**src/rtl/button_debouncer.sv**
```systemverilog
// button_debouncer
//   Turns a raw, bouncing pushbutton pin into a clean pressed level and
//   single-cycle press / release / long-press strobes, all synchronous to
//   clock. The pin passes through a SYNC_STAGES-deep synchroniser before
//   any other logic sees it. A four-state FSM then accepts a change only
//   after DEBOUNCE_CYCLES consecutive cycles of the new value. A hold
//   counter raises btn_long once per press, after LONG_CYCLES cycles of
//   btn_level=1.
module button_debouncer #(
   parameter int unsigned DEBOUNCE_CYCLES = 120000,   // >= 2
   parameter int unsigned LONG_CYCLES     = 12000000, // >= 1
   parameter int unsigned SYNC_STAGES     = 2,        // >= 2
   parameter bit          ACTIVE_LOW      = 1'b1
) (
   input  logic clock,
   input  logic rst_btn,
   input  logic btn_in,
   output logic btn_level,
   output logic btn_press,
   output logic btn_release,
   output logic btn_long
);

   // ------------------------------------------------------------------
   // Derived constants
   // ------------------------------------------------------------------
   localparam int unsigned CNT_W  = $clog2(DEBOUNCE_CYCLES);
   localparam int unsigned HOLD_W = $clog2(LONG_CYCLES + 1);

   localparam logic [CNT_W-1:0]  CNT_ONE     = CNT_W'(1);
   localparam logic [CNT_W-1:0]  CNT_LAST    = CNT_W'(DEBOUNCE_CYCLES - 1);
   localparam logic [HOLD_W-1:0] HOLD_ONE    = HOLD_W'(1);
   localparam logic [HOLD_W-1:0] HOLD_MAX    = HOLD_W'(LONG_CYCLES);
   localparam logic [HOLD_W-1:0] HOLD_BEFORE = HOLD_W'(LONG_CYCLES - 1);

   // Pin level while the button is not pressed; the synchroniser resets
   // to it so that reset deassertion never looks like a press edge.
   localparam logic IDLE_PIN = ACTIVE_LOW ? 1'b1 : 1'b0;

   // FSM encoding
   localparam logic [1:0] S_RELEASED     = 2'd0;
   localparam logic [1:0] S_PRESS_WAIT   = 2'd1;
   localparam logic [1:0] S_PRESSED      = 2'd2;
   localparam logic [1:0] S_RELEASE_WAIT = 2'd3;

   // ------------------------------------------------------------------
   // Signals
   // ------------------------------------------------------------------
   logic [SYNC_STAGES-1:0] sync_q;
   logic                   pressed;

   logic [1:0]             state_q;
   logic [1:0]             state_d;
   logic [CNT_W-1:0]       cnt_q;
   logic [CNT_W-1:0]       cnt_d;
   logic                   accept_press;
   logic                   accept_release;

   logic [HOLD_W-1:0]      hold_q;
   logic                   hold_active;

   // ------------------------------------------------------------------
   // Synchroniser: shift the raw pin through SYNC_STAGES flops
   // ------------------------------------------------------------------
   // NOTE: sequential state uses non-blocking (<=) so every flop samples
   // the values from before the edge, regardless of statement order.
   always_ff @(posedge clock or negedge rst_btn) begin
      if (!rst_btn) begin
         sync_q <= {SYNC_STAGES{IDLE_PIN}};
      end else begin
         sync_q <= {sync_q[SYNC_STAGES-2:0], btn_in};
      end
   end

   // Normalise polarity: pressed = 1 means the button is held down.
   assign pressed = ACTIVE_LOW ? ~sync_q[SYNC_STAGES-1] : sync_q[SYNC_STAGES-1];

   // ------------------------------------------------------------------
   // Debounce FSM: next state, counter and acceptance pulses
   // ------------------------------------------------------------------
   // NOTE: every output of this block gets a default first, so no path
   // leaves a value unassigned and no latch is inferred.
   always_comb begin
      state_d        = state_q;
      cnt_d          = cnt_q;
      accept_press   = 1'b0;
      accept_release = 1'b0;

      case (state_q)
         S_RELEASED: begin
            if (pressed) begin
               state_d = S_PRESS_WAIT;
               cnt_d   = CNT_ONE;
            end
         end

         S_PRESS_WAIT: begin
            if (!pressed) begin
               // Bounce: fall back silently.
               state_d = S_RELEASED;
               cnt_d   = '0;
            end else if (cnt_q == CNT_LAST) begin
               state_d      = S_PRESSED;
               cnt_d        = '0;
               accept_press = 1'b1;
            end else begin
               cnt_d = cnt_q + CNT_ONE;
            end
         end

         S_PRESSED: begin
            if (!pressed) begin
               state_d = S_RELEASE_WAIT;
               cnt_d   = CNT_ONE;
            end
         end

         S_RELEASE_WAIT: begin
            if (pressed) begin
               // Glitch while held: stay pressed, level never dropped.
               state_d = S_PRESSED;
               cnt_d   = '0;
            end else if (cnt_q == CNT_LAST) begin
               state_d        = S_RELEASED;
               cnt_d          = '0;
               accept_release = 1'b1;
            end else begin
               cnt_d = cnt_q + CNT_ONE;
            end
         end

         default: begin
            state_d = S_RELEASED;
            cnt_d   = '0;
         end
      endcase
   end

   // Debounce FSM state and counter registers
   always_ff @(posedge clock or negedge rst_btn) begin
      if (!rst_btn) begin
         state_q <= S_RELEASED;
         cnt_q   <= '0;
      end else begin
         state_q <= state_d;
         cnt_q   <= cnt_d;
      end
   end

   // Debounced level plus registered press / release strobes
   always_ff @(posedge clock or negedge rst_btn) begin
      if (!rst_btn) begin
         btn_level   <= 1'b0;
         btn_press   <= 1'b0;
         btn_release <= 1'b0;
      end else begin
         btn_press   <= accept_press;
         btn_release <= accept_release;
         if (accept_press) begin
            btn_level <= 1'b1;
         end else if (accept_release) begin
            btn_level <= 1'b0;
         end
      end
   end

   // ------------------------------------------------------------------
   // Long-press detection
   // ------------------------------------------------------------------
   // The hold counter runs only while the level is high and the release
   // is not being accepted on this edge, so btn_long can never share a
   // cycle with btn_release. It idles at zero while released, which also
   // gives the clear-on-rise behaviour.
   assign hold_active = btn_level & ~accept_release;

   // Hold counter: count cycles of btn_level=1, saturate at LONG_CYCLES
   always_ff @(posedge clock or negedge rst_btn) begin
      if (!rst_btn) begin
         hold_q <= '0;
      end else if (!btn_level) begin
         hold_q <= '0;
      end else if (hold_active && (hold_q != HOLD_MAX)) begin
         hold_q <= hold_q + HOLD_ONE;
      end
   end

   // Long-press strobe: fires on the edge the hold count reaches LONG_CYCLES
   always_ff @(posedge clock or negedge rst_btn) begin
      if (!rst_btn) begin
         btn_long <= 1'b0;
      end else begin
         btn_long <= hold_active && (hold_q == HOLD_BEFORE);
      end
   end

   // ------------------------------------------------------------------
   // Structural properties of the outputs
   // ------------------------------------------------------------------
   a_press_release_exclusive : assert property (
      @(posedge clock) disable iff (!rst_btn) !(btn_press && btn_release));

   a_press_one_cycle : assert property (
      @(posedge clock) disable iff (!rst_btn) btn_press |=> !btn_press);

   a_release_one_cycle : assert property (
      @(posedge clock) disable iff (!rst_btn) btn_release |=> !btn_release);

   a_long_one_cycle : assert property (
      @(posedge clock) disable iff (!rst_btn) btn_long |=> !btn_long);

   a_long_needs_level : assert property (
      @(posedge clock) disable iff (!rst_btn) btn_long |-> btn_level);

endmodule
```
**config.mk**
```make
export PLATFORM = sky130hd
export DESIGN_NAME = button_debouncer
export DESIGN_NICKNAME = d
export VERILOG_FILES = /design/src/rtl/button_debouncer.sv
export SDC_FILE = /design/constraint.sdc
export NUM_CORES = 1
export LEC_CHECK = 0
export CAP_MARGIN = 0
export CORE_MARGIN = 2
export CORE_UTILIZATION = 30
export DETAILED_ROUTE_END_ITERATION = 8
export PLACE_DENSITY = 0.44
export SLEW_MARGIN = 15
export SYNTH_ARGS = -nofsm -noshare
export SYNTH_HDL_FRONTEND = slang
export SYNTH_SLANG_ARGS = --single-unit
```
**constraint.sdc**
```tcl
create_clock -name clock -period 2.5 [get_ports clock]
set_input_delay 0.75 -clock clock [delete_from_list [all_inputs] [get_ports clock]]
set_output_delay 0.75 -clock clock [all_outputs]
set_load 0.01 [all_outputs]
```
Word level (Yosys, flattened, before mapping)
Index checks and enable logic that the tools add are counted.

storage, ports and cells
  register bits = 49
  input port bits = 3
  word-level logic and storage cells = 51
  output and inout bits = 4

operators by class
  muxes and demuxes = 22
  reductions and logical operators = 6
  bitwise logic cells = 2
  $add $sub $neg = 2
  equal/unequal tests = 11

operators with widths
  kind                                                    count
  two-way mux 17 bit                                      5
  case mux 17 bit (4 select lines)                        1
  two-way mux 24 bit                                      2
  adder 24 x 1 -> 24 bit (second input constant)          1
  == test 24 bit (second input constant)                  1
  inequality test 24 bit (second input constant)          1
  adder 17 x 1 -> 17 bit (second input constant)          1
  == test 17 bit (second input constant)                  1
  two-way mux 2 bit                                       6
  case mux 2 bit (4 select lines)                         1
  two-way mux 1 bit                                       7
  inequality test 3 bit (second input constant)           2
  == test 2 bit (second input constant)                   2
  inequality test 2 bit (second input constant)           2
  AND reduction 4 bit                                     1
  == test 2 x 1 -> 1 bit (second input constant)          1
  logical AND 1 bit                                       2
  logical NOT 2 bit                                       1
  inequality test 2 x 1 -> 1 bit (second input constant)  1
  AND reduction 2 bit                                     1
  nonzero test 2 bit                                      1
  bitwise AND 1 bit                                       1
  NOT 1 bit                                               1

Logic depth before layout (Yosys ltp)
  depth after elaboration = 9
  depth in mapped cells = 9
  depth with buffers taken out = 6

Least setup slack after synthesis
No wires, ideal clock.

  path kind = register to register
  start point = reg cnt_q[0]
  end point = reg hold_q[12]
  cell stages (with the launch flop) = 9
  period minus slack after synthesis = 1.954 ns
  library setup time = 0.078 ns
  arrival = 1.876 ns
  required time = 2.422 ns
  slack = 0.546 ns
  buffers on the path = 2
  cells stage by stage = dfrtp_1 -> ha_1 -> nand2_1 -> nor3_2 -> and3_1 -> buf_4 -> buf_6 -> or4_1 -> a21oi_1

between the ends
  word-level cells in the longest chain between the ends = 8

RTL lines
  element                                   RTL line  RTL
  from (decl)                               54        logic [CNT_W-1:0] cnt_q;
  from (signal assigned)                    146       cnt_q <= cnt_d;
  == test 17 bit                            123       end else if (cnt_q == CNT_LAST) begin
  two-way mux 1 bit                         123
  two-way mux 1 bit                         119       if (pressed) begin
  two-way mux 1 bit                         89        case (state_q)
  NOT 1 bit                                 174       assign hold_active = btn_level & ~accept_release;
  bitwise AND 1 bit                         174
  logical AND 1 bit                         182       end else if (hold_active && (hold_q != HOLD_MAX)) begin
  inequality test 2 x 1 -> 1 bit (no line)  --
  to (signal assigned)                      183       hold_q <= hold_q + HOLD_ONE;
  to (decl)                                 59        logic [HOLD_W-1:0] hold_q;

No other way between the ends.
A chain may end at the register's enable or synchronous reset.

Worst setup path after layout
  start point = reg cnt_q[0]
  end point = reg hold_q[11]

The elaborated chain is that of the path after synthesis.

==> impl_results.md <==
- ANT cells: 0
- CTS tree: yes
- Post-route minimum period: 2060 ps
- Hold EP: sync_q[1]$_DFF_PN1_
- Final Hold Viols: 0
- Post-Syn Area: 2660 sq um
- Worst Hold Depth: 0
- Synth area leaders: dfrtp_1, a21oi_1, o31ai_1, or4_1, nand3_1
- # port buffers: 6
- Antenna violations before repair: 0
- Worst-margin pin slew: 719 ps
- Part of the power in the clock network: 30.6%
- Commonest non-fill, non-tap cells in the layout: dfrtp_1, a21oi_1, nand2_1, nand3_1
- First-pass GRT wire length: 10.1 mm
- P_sw: 461 uW
- Via count: 2196
- Hpwl dp: 3.80 mm
- CP arrival: 2280 ps
- EDFF count, synth: 0
- Die area: 9650 sq um
- CTS Sinks: 49
- Total overflow reported by the global router: 0
- Non-Filler Instances: 406
- Reg2Reg Capture Point: hold_q[11]$_DFFE_PN0P_
- FF-to-FF setup slack: 440 ps
- Avg Cell Area, Syn: 9.12 sq um
- RSZ-0062 raised after global routing: false
- Power Total: 1560 uW
- Die Span Y: 98.2 um
- Placed cell count: 398
- Crit path kind: register to register
- Fillers: 931
- Fmax: 486 MHz
- Worst-case clock skew: 11.1 ps
- TritonCTS Buffers: 5
- Gr usage total: 12.7%
- Synth Flop Type: dfrtp_1
- Yosys warnings: 0
- Io pins: 7
- Async S/R FF share, synth: 100%
- Vias/cell: 5.41
- Routed length per placed instance: 14.3 um
- Seq/Total Area, Yosys: 46.1%
- Max Fanout on Critical Path: 44
- Post-route setup TNS: 0 ps
- Hold Startpoint: sync_q[0]$_DFF_PN1_
- Status: complete, no violations
- GPL Wtd Cong: 0.748
- Yosys reg bits: 49
- Site row count: 34
- FF-to-FF path depth: 7
- Initial DRC count: 59
- Synthesis-to-finish area growth: 10.6%
- Period utilization: 82.3%
- Routed wire length: 5.81 mm
- Cells after Synth: 292
- Vias in the first global route: 2143
- Clk pin slew, worst setup/hold paths: 100 ps
- Peak supply drop: 0.000243 V
- Top-area cell type share of the netlist area: 44.2%
- Core Region: 8680 sq um
- Post-CTS Hold Fix Bufs: 0
- P_leak: 0.00108 uW
- Logic gate share of total power: 13.2%
- Sw Share: 29.6%
- Relative slew slack: 52.0%
- Most common cell after layout, fill and taps aside: dfrtp_1
- Clock buffer depth: 2
- Yosys top cell by area: dfrtp_1
- Max_cap viols: 0
- Setup crit start: cnt_q[0]$_DFFE_PN0P_
- Internal power: 1100 uW
- Share of power burned in registers: 56.3%
- Worst EP required: 2730 ps
- Hold/Removal Path Class: register to register
- Placed cell areas: 2860 sq um
- Initial core utilization: 30.7%
- Largest net degree at the start of global routing: 50
- PwrDens: 528 nW/um^2
- Die width: 98.2 um
- Final-report setup violation count: 0
- Synth unique cells: 40
- H-tree Lvls: 2
- # nets final: 303
- CP endpoint kind: register
- Worst Setup Start Kind: register
- Reg-to-Reg Start: cnt_q[0]$_DFFE_PN0P_
- Post-CTS sizing: 0
- Setup Fix Bufs, Post-CTS: 0
- Syn Nets: 298
- Drt pass-1 iters: 4
- Fin area: 2950 sq um
- Post-route DRC: 0
- Fin util: 34.0%
- Share of layout cells above drive strength 1: 8.05%
- Slew Limit Fails: 0
- Antenna viol nets, final: 0
- Worst skew pair latency: 310 ps
- Clk root buf: clkbuf_8
-- worst max-delay path by stage --
stage                                   to  slack, ps  depth (start not counted)
floorplan           hold_q[12]$_DFFE_PN0P_        550                          8
global placement    hold_q[17]$_DFFE_PN0P_        500                          7
detailed placement   hold_q[5]$_DFFE_PN0P_        470                          7
CTS                 hold_q[10]$_DFFE_PN0P_        430                          7
global route         hold_q[4]$_DFFE_PN0P_        290                          7
finish              hold_q[11]$_DFFE_PN0P_        440                          7
-- cells in the mapped netlist, drive strengths merged (2+ instances only) --
library cell  number
ha                 3
nand2             25
clkbuf             9
and4               4
and3               8
nor3               5
or3                6
o21a               3
o31ai             15
xor2               2
nor3b              2
nand4bb            2
o21ai             15
a31oi              6
nand2b             6
dfstp              2
dfrtp             47
nor4               7
buf                7
or4               15
nand4              8
mux2i              6
a21o               2
nor2              13
a21oi             34
xnor2              2
nand3             23
inv                9
-- registers in the layout, summed over array words and instances (netlist names), named ones only --
name,count
hold_q,24
sync_q,2
btn_long,1
btn_press,1
btn_release,1
state_q,1
cnt_q,17
btn_level,1
-- worst max-delay path, cell delays in order (launching register included) --
cell     delay, ps
dfrtp_1        440
ha_1           260
nand2_1        140
nor3_2          90
and3_1         200
buf_12         180
or4_1          500
a21oi_1        150
-- area by class of cell --
type	count	area (sq um)	area share (%)
clock buffer	5	68.8	2.34
clock inverter	3	17.5	0.594
inverter	9	33.8	1.15
multi-input combinational	218	1320	44.9
sequential	49	1230	41.7
tap	108	135	4.59
timing repair buffer	14	140	4.76
-- cells by family after synthesis --
kind of cell | after synthesis | share of synthesized area (%)
simple gates | 126 | 26.9
xor+xnor | 4 | 1.32
buf+inv | 25 | 4.46
compound gates | 79 | 17.6
fa+ha+maj | 3 | 1.41
mux | 6 | 2.25
flops | 49 | 46.1
-- layer usage --
layer	global-route usage (%)	vias to the layer above	routed length, um
met4	3.79	0	68
li1	-	1106	-
met1	16.3	1068	2900
met3	2.51	5	115
met2	21.8	17	2720
met5	0	-	0
-- per-stage QoR --
stage               hold WS (ps)  setup slack [ps]
finish                       360               442
global route                 370               293
floorplan                    345               546
global placement             346               497
detailed placement           347               471
CTS                          362               434
-- power by group through the flow --
stage               logic [uW]  registers (uW)  clock network, uW
floorplan                  151             869                  0
global placement           207             890                  0
detailed placement         207             891                  0
CTS                        208             876                502
global route               229             885                530
finish                     205             876                476
Power figures use the tool's default switching activity.
